File: config.mk
export PLATFORM = sky130hd
export DESIGN_NAME = sprite_drawer
export DESIGN_NICKNAME = d
export VERILOG_FILES = /design/src/rtl/sprite_pkg.sv /design/src/rtl/pixel_scan_counter.sv /design/src/rtl/sprite_drawer.sv
export SDC_FILE = /design/constraint.sdc
export NUM_CORES = 1
export LEC_CHECK = 0
export BUFFER_PORTS_ARGS = -buffer_cell sky130_fd_sc_hd__buf_2
export CORE_MARGIN = 4
export CORE_UTILIZATION = 45
export CTS_CLUSTER_SIZE = 20
export DETAILED_ROUTE_END_ITERATION = 10
export HOLD_SLACK_MARGIN = 0.03
export PLACE_DENSITY = 0.67
export SETUP_SLACK_MARGIN = 0.15
export SLEW_MARGIN = 0
export SYNTH_ARGS = -nofsm -noshare
export SYNTH_HDL_FRONTEND = slang
export SYNTH_SLANG_ARGS = --single-unit
File: constraint.sdc
create_clock -name clock -period 8.35 [get_ports clock]
set_clock_uncertainty 0.2 [all_clocks]
set_input_delay 0.835 -clock clock [delete_from_list [all_inputs] [get_ports clock]]
set_output_delay 0.835 -clock clock [all_outputs]
set_load 0.005 [all_outputs]
File: src/rtl/sprite_pkg.sv
// Shared constants for the sprite drawer: screen geometry, FSM state codes, draw kinds and
// the background ROM address helper.
package sprite_pkg;

    localparam int unsigned SCREEN_W  = 320;
    localparam int unsigned SCREEN_H  = 240;
    localparam int unsigned BG_ADDR_W = 17;

    // FSM state codes
    localparam logic [2:0] StIdle    = 3'd0;
    localparam logic [2:0] StLatch   = 3'd1;
    localparam logic [2:0] StScan    = 3'd2;
    localparam logic [2:0] StFlush   = 3'd3;
    localparam logic [2:0] StDone    = 3'd4;
    localparam logic [2:0] StRelease = 3'd5;

    // Kind of draw request being serviced
    localparam logic KindBg   = 1'b0;
    localparam logic KindChar = 1'b1;

    // Linear background ROM address for an on-screen pixel (y*320 + x).
    function automatic logic [BG_ADDR_W-1:0] bg_addr(input logic [9:0] x, input logic [8:0] y);
        return BG_ADDR_W'(y) * BG_ADDR_W'(SCREEN_W) + BG_ADDR_W'(x);
    endfunction

endpackage

File: src/rtl/pixel_scan_counter.sv
// Raster counter over a SPRITE_W x SPRITE_H window.
// Ports:
//   clk_i, rst_ni   clock, asynchronous active-low reset
//   clear_i         return to (0,0); has priority over enable_i
//   enable_i        advance one pixel; col wraps at SPRITE_W-1 and bumps row
//   col_o, row_o    current pixel position inside the window
//   last_o          high while the counter sits on the bottom-right pixel
module pixel_scan_counter #(
    parameter int unsigned SPRITE_W = 8,
    parameter int unsigned SPRITE_H = 8,
    localparam int unsigned COL_W = $clog2(SPRITE_W),
    localparam int unsigned ROW_W = $clog2(SPRITE_H)
) (
    input  logic             clk_i,
    input  logic             rst_ni,
    input  logic             clear_i,
    input  logic             enable_i,
    output logic [COL_W-1:0] col_o,
    output logic [ROW_W-1:0] row_o,
    output logic             last_o
);

    logic [COL_W-1:0] col_q, col_d;
    logic [ROW_W-1:0] row_q, row_d;
    logic             col_last, row_last;

    assign col_last = (col_q == COL_W'(SPRITE_W - 1));
    assign row_last = (row_q == ROW_W'(SPRITE_H - 1));

    always_comb begin
        col_d = col_q;
        row_d = row_q;
        if (clear_i) begin
            col_d = '0;
            row_d = '0;
        end else if (enable_i) begin
            if (col_last) begin
                col_d = '0;
                row_d = row_last ? '0 : row_q + 1'b1;
            end else begin
                col_d = col_q + 1'b1;
            end
        end
    end

    always_ff @(posedge clk_i or negedge rst_ni) begin
        if (!rst_ni) begin
            col_q <= '0;
            row_q <= '0;
        end else begin
            col_q <= col_d;
            row_q <= row_d;
        end
    end

    assign col_o  = col_q;
    assign row_o  = row_q;
    assign last_o = col_last && row_last;

endmodule

File: src/rtl/sprite_drawer.sv
// Sprite drawer: answers drawBG/drawChar requests by scanning a SPRITE_W x SPRITE_H window
// anchored at (xCoordinate, yCoordinate), fetching each pixel from the background or
// character ROM and writing it to the VGA adapter.
// Ports:
//   clock, resetn            clock, asynchronous active-low reset
//   drawBG, drawChar         level requests (BG wins when both are high)
//   xCoordinate, yCoordinate sprite top-left anchor
//   bgAddr/bgData            background ROM (data one cycle after address)
//   charAddr/charData        character ROM (data one cycle after address)
//   vgaX, vgaY, colour, plot VGA adapter write port
//   doneBG, doneChar         one-cycle completion pulses
// Build option: define CHAR_TRANSPARENCY_EN to suppress plotting of character pixels whose
// colour equals TRANSPARENT.
module sprite_drawer
    import sprite_pkg::*;
#(
    parameter int unsigned          SPRITE_W    = 8,
    parameter int unsigned          SPRITE_H    = 8,
    parameter int unsigned          COLOUR_W    = 3,
    parameter logic [COLOUR_W-1:0]  TRANSPARENT = '0,
    localparam int unsigned COL_W       = $clog2(SPRITE_W),
    localparam int unsigned ROW_W       = $clog2(SPRITE_H),
    localparam int unsigned CHAR_ADDR_W = COL_W + ROW_W
) (
    input  logic                   clock,
    input  logic                   resetn,
    input  logic                   drawBG,
    input  logic                   drawChar,
    input  logic [8:0]             xCoordinate,
    input  logic [7:0]             yCoordinate,
    output logic [BG_ADDR_W-1:0]   bgAddr,
    input  logic [COLOUR_W-1:0]    bgData,
    output logic [CHAR_ADDR_W-1:0] charAddr,
    input  logic [COLOUR_W-1:0]    charData,
    output logic [8:0]             vgaX,
    output logic [7:0]             vgaY,
    output logic [COLOUR_W-1:0]    colour,
    output logic                   plot,
    output logic                   doneBG,
    output logic                   doneChar
);

`ifdef CHAR_TRANSPARENCY_EN
    localparam bit TranspEn = 1'b1;
`else
    localparam bit TranspEn = 1'b0;
`endif

    logic [2:0] state_q, state_d;
    logic       kind_q, kind_d;
    logic [8:0] anchor_x_q, anchor_x_d;
    logic [7:0] anchor_y_q, anchor_y_d;
    logic [8:0] vga_x_q, vga_x_d;
    logic [7:0] vga_y_q, vga_y_d;
    logic       plot_q, plot_d;
    logic       done_bg_q, done_bg_d;
    logic       done_char_q, done_char_d;

    logic [COL_W-1:0] col;
    logic [ROW_W-1:0] row;
    logic             last_pixel;
    logic             scanning;
    logic [9:0]       x_sum;
    logic [8:0]       y_sum;
    logic             in_screen;
    logic             req_held;
    logic             transparent_hit;

    assign scanning = (state_q == StScan);

    pixel_scan_counter #(
        .SPRITE_W (SPRITE_W),
        .SPRITE_H (SPRITE_H)
    ) u_scan (
        .clk_i    (clock),
        .rst_ni   (resetn),
        .clear_i  (state_q == StLatch),
        .enable_i (scanning),
        .col_o    (col),
        .row_o    (row),
        .last_o   (last_pixel)
    );

    // Widened sums so pixels hanging off the right/bottom edge are detected, not wrapped.
    assign x_sum     = {1'b0, anchor_x_q} + 10'(col);
    assign y_sum     = {1'b0, anchor_y_q} + 9'(row);
    assign in_screen = (x_sum < 10'(SCREEN_W)) && (y_sum < 9'(SCREEN_H));

    // Off-screen pixels read address 0 so the ROM is never addressed past its end.
    assign bgAddr   = (scanning && in_screen) ? bg_addr(x_sum, y_sum) : '0;
    assign charAddr = scanning ? {row, col} : '0;

    assign req_held = (kind_q == KindChar) ? drawChar : drawBG;

    always_comb begin
        state_d    = state_q;
        kind_d     = kind_q;
        anchor_x_d = anchor_x_q;
        anchor_y_d = anchor_y_q;
        case (state_q)
            StIdle: begin
                if (drawBG) begin
                    state_d = StLatch;
                    kind_d  = KindBg;
                end else if (drawChar) begin
                    state_d = StLatch;
                    kind_d  = KindChar;
                end
            end
            StLatch: begin
                anchor_x_d = xCoordinate;
                anchor_y_d = yCoordinate;
                state_d    = StScan;
            end
            StScan:    if (last_pixel) state_d = StFlush;
            StFlush:   state_d = StDone;
            StDone:    state_d = StRelease;
            // Hold here until the serviced request drops so a held level cannot retrigger.
            StRelease: if (!req_held) state_d = StIdle;
            default:   state_d = StIdle;
        endcase
    end

    // Output stage: aligned with ROM data, which arrives one cycle after the address.
    always_comb begin
        vga_x_d     = scanning ? x_sum[8:0] : vga_x_q;
        vga_y_d     = scanning ? y_sum[7:0] : vga_y_q;
        plot_d      = scanning && in_screen;
        done_bg_d   = (state_q == StFlush) && (kind_q == KindBg);
        done_char_d = (state_q == StFlush) && (kind_q == KindChar);
    end

    always_ff @(posedge clock or negedge resetn) begin
        if (!resetn) begin
            state_q     <= StIdle;
            kind_q      <= KindBg;
            anchor_x_q  <= '0;
            anchor_y_q  <= '0;
            vga_x_q     <= '0;
            vga_y_q     <= '0;
            plot_q      <= 1'b0;
            done_bg_q   <= 1'b0;
            done_char_q <= 1'b0;
        end else begin
            state_q     <= state_d;
            kind_q      <= kind_d;
            anchor_x_q  <= anchor_x_d;
            anchor_y_q  <= anchor_y_d;
            vga_x_q     <= vga_x_d;
            vga_y_q     <= vga_y_d;
            plot_q      <= plot_d;
            done_bg_q   <= done_bg_d;
            done_char_q <= done_char_d;
        end
    end

    assign transparent_hit = TranspEn && (kind_q == KindChar) && (charData == TRANSPARENT);

    assign vgaX     = vga_x_q;
    assign vgaY     = vga_y_q;
    assign plot     = plot_q && !transparent_hit;
    assign colour   = plot_q ? ((kind_q == KindChar) ? charData : bgData) : '0;
    assign doneBG   = done_bg_q;
    assign doneChar = done_char_q;

endmodule

==> qor.yml, run 1 <==
yosys:
  synth.avg_cell_area_sq_um: 9.44
  yosys_warnings: 0
  synth-edff-count: 0
  async_reset_ff_share_pct: 100
  synth_top_family_by_area: "simple AND/OR/NAND/NOR gates"
  ys_seq_elements: 47
  synth_cell_types: 48
  synth_most_common_cell: "dfrtp_1"
  synthMuxAreaShare_pct: 7.42
  synthCells: 327
  synth_area_sq_mm: 0.00309
  synthTopCellsByArea: "dfrtp_1 (38%), ha_1 (9.7%), mux2_2 (5.5%)"
  synth_area_leader_cell: "dfrtp_1"
  synth-seq-area-share_pct: 38.1
  syn-num-nets: 382
  netlist_top_cells_count: "dfrtp_1 (47), nand2_1 (42), nor2_1 (42), ha_1 (24), o21ai_0 (22)"
  synth_xor_area_share_pct: 7.62
  yosys.area_share.adder_pct: 12.3
  synth_compound_area_share_pct: 13.7
  synth_top_area_share_pct: 38.1
  ys.flop_type: "dfrtp_1"
  synthSimpleGateAreaFrac_pct: 17.7
clock_network:
  clock-sinks: 47
  clkTransAtPathRegs_ns: 0.09
  hold_buffers: 0
  post-cts-setup-buffer-count: 0
  cts_tree: "built"
  clock_path_buffers: 2
  insertion_delay_ns: 0.30
  htreeDepth: 2
  cts_buffers: 5
  root_buffer: "clkbuf_8"
  ctsResizeCount: 0
global_route:
  grtUsageTotal_pct: 16.9
  grt_max_degree: 48
  grt_pass1_vias: 2405
  overflow: 0
  antenna_found_initial: 0
  grt_pass1_wl_microns: 11500
floorplan:
  dieArea_sq_mm: 0.00825
  ios: 73
  die_width_microns: 90.8
  rows: 29
  die_y_microns: 90.8
  coreArea_sq_mm: 0.00649
  initial_core_util_pct: 47.5
routing:
  ant_nets: 0
  routed_via_density: 5.29
  wl_met2_microns: 3040
  routedWlPerCell_microns: 14.2
  drt_wl_total_microns: 6750
  firstDrtPassIters: 4
  drc: 0
  wl_met3_microns: 373
  vias: 2514
  drt_iter0_markers: 85
  wl_met1_microns: 3240
  top_layer_used: "met4"
timing:
  max_freq_mhz: 192
  hold_viol_final: 0
  finalSetupViolations: 0
  min_period_ns: 5.22
  slew_viol_final: 0
  slew-limit-headroom_pct: 30.0
  rsz0062_at_grt: "no"
  tightest_slew_ns: 1.05
  setup_tns_ns: 0
  fin_crit_sh_pct: 62.5
worst_setup_path:
  worstPathMaxFanout: 5
  critPathKind: "reg2out"
  end_kind: "primary output"
  cp.required_ns: 7.32
  critPathLaunchType: "flop"
  cp_data_arrival_time_ns: 4.18
min_path:
  hold_path.class: "reg2reg"
finish:
  finalNonFillerCells: 475
  final_area_sq_mm: 0.00363
  fin_nets: 452
  num_antenna_cells: 0
  drive_above_1_share_pct: 26.9
  syn_to_final_growth_pct: 17.6
pwr:
  vdd_ir_drop_max_mv: 0.171
  power.leakage_nw: 1.89
  power.density_mw_per_mm2: 429
run_status:
  status: "finished, final reports clean"
flow_run:
  max-cap-violations: 0
placed_design:
  gp_congestion: 0.798
  hpwl_microns: 5120
  dp.cells: 467
  dpl_cell_area_sq_mm: 0.00351
  portBuffers: 72
-- flip-flops by register name, indices dropped and copies added (netlist names), 3 cells and up --
| register | count |
|---|---|
| u_scan.row_o | 3 |
| anchor_x_q | 9 |
| anchor_y_q | 8 |
| vgaY | 8 |
| vgaX | 9 |
| u_scan.col_o | 3 |
| state_q | 3 |
-- cells in the final DEF (no fill, tap or decap), drive strengths merged, types with 2 or more instances in the layout --
master,Yosys,routed
nand3,3,3
and3,8,8
nand3b,2,2
a21oi,16,16
nor3,3,3
o21bai,2,2
o21ai,24,24
ha,24,24
nor2b,6,6
or2,2,2
and2,2,2
nand2,42,42
a211oi,3,3
dfrtp,47,47
mux2,15,15
mux2i,6,6
buf,4,74
fa,4,4
nor2,42,42
clkbuf,7,6
nor3b,3,3
a21o,7,7
xnor2,13,13
inv,12,12
xor2,13,13
or3,2,2
-- critical path: stages, from the launching register on --
cell and delay [ns]:
dfrtp_1 0.43, ha_1 0.22, fa_1 0.40, a21o_1 0.23
nand2_1 0.08, xor2_1 0.29, inv_1 0.09, ha_1 0.34
fa_1 0.48, a21o_1 0.20, a21oi_1 0.17, xnor2_1 0.20
nand3_1 0.17, or3_1 0.35, a21oi_2 0.11, buf_2 0.12
-- routing by layer --
metal	vias up	GRT usage (%)
met1	1180	23.9
met4	0	4.52
li1	1261	-
met2	64	25.6
met3	9	4.25
met5	-	0
-- cell families after synthesis --
logic type | count (synthesis)
compound gates | 63
xor+xnor | 26
fa+ha+maj | 28
buf+inv | 23
flops | 47
mux | 21
simple gates | 119
-- cell type report --
class | count | area (sq um)
Clock inverter | 2 | 35.0
Multi-Input combinational cell | 257 | 1820
Fill cell | 605 | 2870
Sequential cell | 47 | 1180
Timing Repair Buffer | 74 | 375
Clock buffer | 6 | 82.6
Inverter | 12 | 45.0
Tap cell | 77 | 96.3
-- final timing paths --
kind | startpoint | endpoint | slack, ns | depth (start not counted)
worst min register to register | vgaX[7] | vgaX[7] | 0.28 | 2
worst max register to register | u_scan.row_o[0] | plot | 5.54 | 8
worst min-delay path | vgaX[7] | vgaX[7] | 0.28 | 2
min in group asynchronous | resetn | vgaY[0] | 0.52 | 1
worst max-delay path | u_scan.row_o[0] | bgAddr[16] | 3.13 | 15
max in group asynchronous | resetn | anchor_y_q[7] | 6.78 | 1
-- power by group --
| group | total, mW | leakage [nW] | switching (mW) | internal, mW |
|---|---|---|---|---|
| registers | 0.431 | 0.583 | 0.102 | 0.329 |
| clock network | 0.173 | 0.0612 | 0.0762 | 0.0969 |
| logic | 0.954 | 1.25 | 0.504 | 0.450 |
| total | 1.56 | 1.89 | 0.682 | 0.876 |
-- per-stage QoR --
step / hold slack [ns] / setup slack, ns / utilization [%] / power [mW]
2_1_floorplan: 0.270 / 3.82 / - / 1.16
3_5_place_dp: 0.261 / 3.47 / 54.1 / 1.40
4_1_cts: 0.283 / 3.12 / 55.9 / 1.58
3_3_place_gp: 0.256 / 3.58 / 54.1 / 1.38
6_report: 0.280 / 3.13 / 55.9 / 1.56
5_1_grt: 0.303 / 2.87 / 55.9 / 1.73
Note: power is estimated with default switching activity, not from simulation.
==> run 2, diff against run 1 <==
PLACE_DENSITY = 0.69   (was 0.67)
clock period = 4.7 ns   (was 8.35 ns; I/O delays follow)
==> run 2 against run 1 <==
Clock power grew 51%. Power grew 90%. Register-to-register slack lost 3.6 ns. First-iteration DRC count shrank 5.9%. Wire length grew 3.8%. Core utilization grew 2.5 points. Critical path depth stayed put. Via count rose by 0.24%. Non-clock buffer count is 11 higher. Clock-buffer cell count up 1. Sequential power grew 79%. Sequential share of layout area is 1.3 points lower.
==> qor.yml, run 2 (synthesis gave the netlist of run 1 again) <==
clock_network:
  cts_tree: "built"  # unchanged
  hold_buffers: 0  # unchanged
  clkTransAtPathRegs_ns: 0.09  # about the same
  clock-sinks: 47  # unchanged
  cts_buffers: 5  # unchanged
  htreeDepth: 2  # unchanged
  clock_path_buffers: 2  # unchanged
  insertion_delay_ns: 0.30  # about the same
  root_buffer: "clkbuf_8"  # unchanged
finish:
  final_cell_mix: "buf_2 (72), dfrtp_1 (46), nor2_1 (42)"  # was buf_2 (72), dfrtp_1 (47), nand2_1 (42), nor2_1 (42), ha_1 (24)
  num_antenna_cells: 0  # unchanged
  fin_nets: 463  # was 452
  final_common_cell: "buf_2"  # unchanged
  fill_cells: 580  # was 605
  drive_above_1_share_pct: 33.3  # was 26.9%
  syn_to_final_growth_pct: 22.8  # was 17.6%
  regArea_sq_mm: 0.00118  # about the same
  multi_input_area_sq_mm: 0.00192  # was 0.00182 sq mm
floorplan:
  rows: 29  # unchanged
  dieArea_sq_mm: 0.00825  # unchanged
  ios: 73  # unchanged
  coreArea_sq_mm: 0.00649  # unchanged
  die_width_microns: 90.8  # unchanged
  initial_core_util_pct: 47.5  # unchanged
  die_y_microns: 90.8  # unchanged
routing:
  drt_iter0_markers: 80  # was 85
  ant_nets: 0  # unchanged
  drc: 0  # unchanged
  wl_met3_microns: 407  # was 373 microns
  drt_wl_total_microns: 7010  # was 6750 microns
  routedWlPerCell_microns: 14.4  # was 14.2 microns
  wl_met1_microns: 3390  # was 3240 microns
  wl_met2_microns: 3130  # was 3040 microns
  firstDrtPassIters: 4  # unchanged
  routed_via_density: 5.19  # was 5.29
  top_layer_used: "met4"  # unchanged
  vias: 2520  # was 2514
global_route:
  overflow: 0  # unchanged
  grtUsageTotal_pct: 17.4  # was 16.9%
  antenna_found_initial: 0  # unchanged
  grt_pass1_wl_microns: 11600  # was 11500 microns
  grt_pass1_vias: 2414  # was 2405
  grt_max_degree: 48  # unchanged
worst_setup_path:
  worstPathMaxFanout: 4  # was 5
  r2r_cells: 8  # unchanged
  cp.required_ns: 4.03  # was 7.32 ns
  slowest_delay_ns: 0.39  # was 0.48 ns
  cp_data_arrival_time_ns: 3.71  # was 4.18 ns
  cp_num_buf_inv: 2  # unchanged
  critPathTopFamily: "adder cells"  # unchanged
  crit_top_cell: "ha_4"
  rr_endpoint: "plot"  # unchanged
  critPathKind: "reg2out"  # unchanged
  cp_slowest_cell: "dfrtp_1"  # was fa_1
  end_kind: "primary output"  # unchanged
  r2r_start: "anchor_y_q[0]"  # was u_scan.row_o[0]
  path_cells: "ha_2, fa_2, a21o_1, nand2_2, xor2_2, inv_2, ha_4, ha_4, a211o_1, a211oi_2, o211ai_1, nand4b_1, xnor2_1, nor2_1, buf_2"  # was ha_1, fa_1, a21o_1, nand2_1, xor2_1, inv_1, ha_1, fa_1, a21o_1, a21oi_1, xnor2_1, nand3_1, or3_1, a21oi_2, buf_2
  critPathLaunchType: "flop"  # unchanged
  r2r_setup_slack_ns: 1.97  # was 5.54 ns
timing:
  hold_viol_final: 0  # unchanged
  slew-limit-headroom_pct: 29.2  # was 30.0%
  fin_crit_sh_pct: 93.2
  slew_viol_final: 0  # unchanged
  min_period_ns: 4.38
  setup_tns_ns: 0  # unchanged
  max_freq_mhz: 228
  fin_hold_ws_ns: 0.149  # was 0.280 ns
  rsz0062_at_grt: "yes"  # was no
  finalSetupViolations: 0  # unchanged
  tightest_slew_ns: 1.06  # was 1.05 ns
pwr:
  vdd_ir_drop_max_mv: 0.344  # was 0.171 mV
  power.leakage_nw: 1.95  # was 1.89 nW
  p_total_mw: 2.95  # was 1.56 mW
  power.density_mw_per_mm2: 780  # was 429 mW/mm^2
placed_design:
  hpwl_microns: 5160  # was 5120 microns
  portBuffers: 72  # unchanged
  gp_congestion: 0.791  # was 0.798
run_status:
  status: "finished, final reports clean"  # unchanged
min_path:
  hold_path.class: "in2async"  # was reg2reg
flow_run:
  max-cap-violations: 0  # unchanged
-- run 2: worst max path at each step --
| stage | startpoint | cells after the start | to | slack [ns] |
|---|---|---|---|---|
| 4_1_cts | anchor_y_q[0] | 15 | bgAddr[16] | 0.20 |
| 3_3_place_gp | u_scan.row_o[0] | 15 | bgAddr[16] | 0.30 |
| 3_5_place_dp | u_scan.row_o[0] | 15 | bgAddr[16] | 0.20 |
| 5_1_grt | u_scan.row_o[1] | 15 | bgAddr[15] | 0.10 |
| 6_report | anchor_y_q[0] | 15 | bgAddr[15] | 0.32 |
| 2_1_floorplan | u_scan.row_o[0] | 14 | bgAddr[16] | 0.53 |
-- run 2: final cells by class --
| class | instances | area share (%) |
|---|---|---|
| multi-input combinational | 257 | 50.6 |
| sequential | 47 | 31.1 |
| timing repair buffer | 85 | 12.1 |
| tap | 77 | 2.54 |
| clock buffer | 7 | 2.28 |
| inverter | 12 | 1.19 |
| clock inverter | 1 | 0.231 |
-- run 2: what timing repair did --
action	in CTS	in global routing
gates resized for setup	9	11
endpoints found under the setup margin	3	2
setup buffers	2	8
pin swaps	0	20
hold endpoints to repair	0	0
gates cloned	0	0
-- run 2: where the power goes --
group | switching [mW] | internal (mW) | leakage, nW
logic | 0.983 | 0.938 | 1.32
registers | 0.189 | 0.584 | 0.581
clock network | 0.140 | 0.121 | 0.0484
-- run 2: metal layers --
| metal | track usage [%] | up-vias |
|---|---|---|
| li1 | - | 1290 |
| met1 | 24.2 | 1150 |
| met2 | 27.3 | 75 |
| met3 | 4.08 | 5 |
| met4 | 4.52 | 0 |
| met5 | 0 | - |
-- run 2: stage by stage --
| step | instance area (sq um) | std cells | setup WS, ns | util [%] |
|---|---|---|---|---|
| 6_report | 3790 | 486 | 0.318 | 58.4 |
| 5_1_grt | 3790 | 486 | 0.105 | 58.4 |
| 4_1_cts | 3670 | 478 | 0.200 | 56.5 |
| 3_5_place_dp | 3520 | 468 | 0.202 | 54.2 |
| 3_3_place_gp | 3520 | 468 | 0.298 | 54.2 |
| 2_1_floorplan | 3090 | 327 | 0.533 | - |
==> run 3, diff against run 2 <==
==> constraint.sdc (replaced) <==
create_clock -name clock -period 4.7 [get_ports clock]
set_clock_uncertainty 0.2 [all_clocks]
set_input_delay 0.94 -clock clock [delete_from_list [all_inputs] [get_ports clock]]
set_output_delay 0.94 -clock clock [all_outputs]
set_load 0.005 [all_outputs]
==> run 3 against run 2 <==
The flow now finishes with violations (setup timing). Critical path depth stayed put. Global-route usage is 0.58 points higher. Register-to-register slack lost 0.11 ns. Sequential cell count did not move. Largest power group unchanged. Core utilization increased by 2.5 points. Clock-buffer cell count shrank 2. Combinational power increased by 17%. Largest cell class unchanged. Maximum frequency decreased by 9.1%. Final area up 4.4%. Wire length increased by 6.6%.
==> qor.yml, run 3 (synthesis gave the netlist of run 1 again) <==
finish:
  fin_nets: 474  # was 463
  drive_above_1_share_pct: 37.6  # was 33.3%
  regArea_sq_mm: 0.00118  # about the same
  num_antenna_cells: 0  # unchanged
  fill_cells: 540  # was 580
  finalNonFillerCells: 497  # was 486
  syn_to_final_growth_pct: 28.1  # was 22.8%
  final_cell_mix: "buf_2 (72), dfrtp_1 (47), nand2_1 (41)"  # was buf_2 (72), dfrtp_1 (46), nor2_1 (42)
  final_common_cell: "buf_2"  # unchanged
  multi_input_area_sq_mm: 0.00198  # was 0.00192 sq mm
clock_network:
  cts_tree: "built"  # unchanged
  root_buffer: "clkbuf_8"  # unchanged
  cts_buffers: 5  # unchanged
  insertion_delay_ns: 0.31  # was 0.30 ns
  clock_path_buffers: 2  # unchanged
  clock-sinks: 47  # unchanged
  htreeDepth: 2  # unchanged
  clkTransAtPathRegs_ns: 0.10  # was 0.09 ns
placed_design:
  portBuffers: 72  # unchanged
  gp_congestion: 0.822  # was 0.791
  dp.cells: 475  # was 468
  post-place-ws_ns: -0.0473  # was 0.202 ns
  hpwl_microns: 5210  # was 5160 microns
global_route:
  grtUsageTotal_pct: 18.0  # was 17.4%
  antenna_found_initial: 0  # unchanged
  grt_pass1_vias: 2609  # was 2414
  overflow: 0  # unchanged
  grt_max_degree: 48  # unchanged
  grt_pass1_wl_microns: 12100  # was 11600 microns
run_status:
  status: "complete, but fails checks"  # was finished, final reports clean
  violations: "setup timing"
worst_setup_path:
  critPathLaunchType: "flop"  # unchanged
  cp_data_arrival_time_ns: 3.68  # was 3.71 ns
  r2r_cells: 10  # was 8
  critPathKind: "reg2out"  # unchanged
  end_kind: "primary output"  # unchanged
  cp.required_ns: 3.56  # was 4.03 ns
  worstPathMaxFanout: 4  # unchanged
timing:
  finalWorstSetupSlack_ns: -0.119  # was 0.318 ns
  slew-limit-headroom_pct: 29.5  # was 29.2%
  max_freq_mhz: 208  # was 228 MHz
  min_period_ns: 4.82  # was 4.38 ns
  setup_tns_ns: -0.259  # was 0 ns
  fin_crit_sh_pct: 103  # was 93.2%
  slew_viol_final: 0  # unchanged
  tightest_slew_ns: 1.06  # about the same
  rsz0062_at_grt: "yes"  # unchanged
  hold_viol_final: 0  # unchanged
  finalSetupViolations: 3  # was 0
routing:
  vias: 2611  # was 2520
  drt_iter0_markers: 88  # was 80
  drt_wl_total_microns: 7470  # was 7010 microns
  drc: 0  # unchanged
  routedWlPerCell_microns: 15.0  # was 14.4 microns
  ant_nets: 0  # unchanged
  routed_via_density: 5.25  # was 5.19
  firstDrtPassIters: 4  # unchanged
min_path:
  hold_path.class: "reg2reg"  # was in2async
  holdPathStages: 2
pwr:
  power.leakage_nw: 2.02  # was 1.95 nW
  power.density_mw_per_mm2: 839  # was 780 mW/mm^2
  vdd_ir_drop_max_mv: 0.370  # was 0.344 mV
floorplan:
  ios: 73  # unchanged
  die_y_microns: 90.8  # unchanged
  rows: 29  # unchanged
  die_width_microns: 90.8  # unchanged
  initial_core_util_pct: 47.5  # unchanged
  dieArea_sq_mm: 0.00825  # unchanged
  coreArea_sq_mm: 0.00649  # unchanged
flow_run:
  max-cap-violations: 0  # unchanged
## run 3: through the flow
step                power [mW]  utilization, %  cell area [sq um]  hold slack (ns)
floorplan                 2.07               -               3100            0.270
global placement          2.56            55.1               3580            0.254
detailed placement        2.59            55.1               3580            0.263
CTS                       3.08            59.3               3850            0.285
global route              3.61            60.9               3960            0.317
finish                    3.32            60.9               3960            0.279
## run 3: path summary, 6_finish.rpt
| path | start | to | slack (ns) |
|---|---|---|---|
| min | vgaY[3] | vgaY[3] | 0.28 |
| max in group asynchronous | resetn | anchor_y_q[4] | 3.04 |
| min reg2reg | vgaY[3] | vgaY[3] | 0.28 |
| min in group asynchronous | resetn | vgaX[3] | 0.61 |
| max reg2reg | anchor_y_q[0] | plot | 1.86 |
| max | anchor_y_q[0] | bgAddr[15] | -0.12 |
## run 3: layout make-up
class,count,area share (%)
multi-input cells,257,50.0
inverters,12,1.14
clock inverters,3,1.20
clock buffers,5,1.74
flip-flops and latches,47,29.7
well taps,77,2.44
repair buffers,96,13.8
## run 3: critical path, cell delays in order, from the launching register on
cell	delay, ns
dfrtp_1	0.40
ha_2	0.20
fa_2	0.35
a21o_1	0.19
nand2_2	0.08
xor2_2	0.17
inv_2	0.07
ha_4	0.26
ha_4	0.24
a211o_4	0.35
a211oi_2	0.25
o211ai_1	0.17
nand4b_1	0.24
xnor2_1	0.22
nor2_1	0.05
buf_2	0.14
## run 3: timing repair
item | in CTS | in global routing
hold buffers | 0 | 0
setup endpoints to repair | 7 | 7
resized for setup | 15 | 16
pin swaps | 13 | 12
buffers inserted | 9 | 5
## run 3: power breakdown
group | switching (mW) | internal [mW]
Clock | 0.155 | 0.162
Sequential | 0.178 | 0.584
Combinational | 1.11 | 1.13
Total | 1.45 | 1.87
## run 3: routing by layer
metal	vias up	track usage [%]	wire length, microns
li1	1315	-	-
met1	1227	22.6	3320
met2	58	30.9	3710
met3	11	4.00	335
met4	0	5.28	99
met5	-	0	0
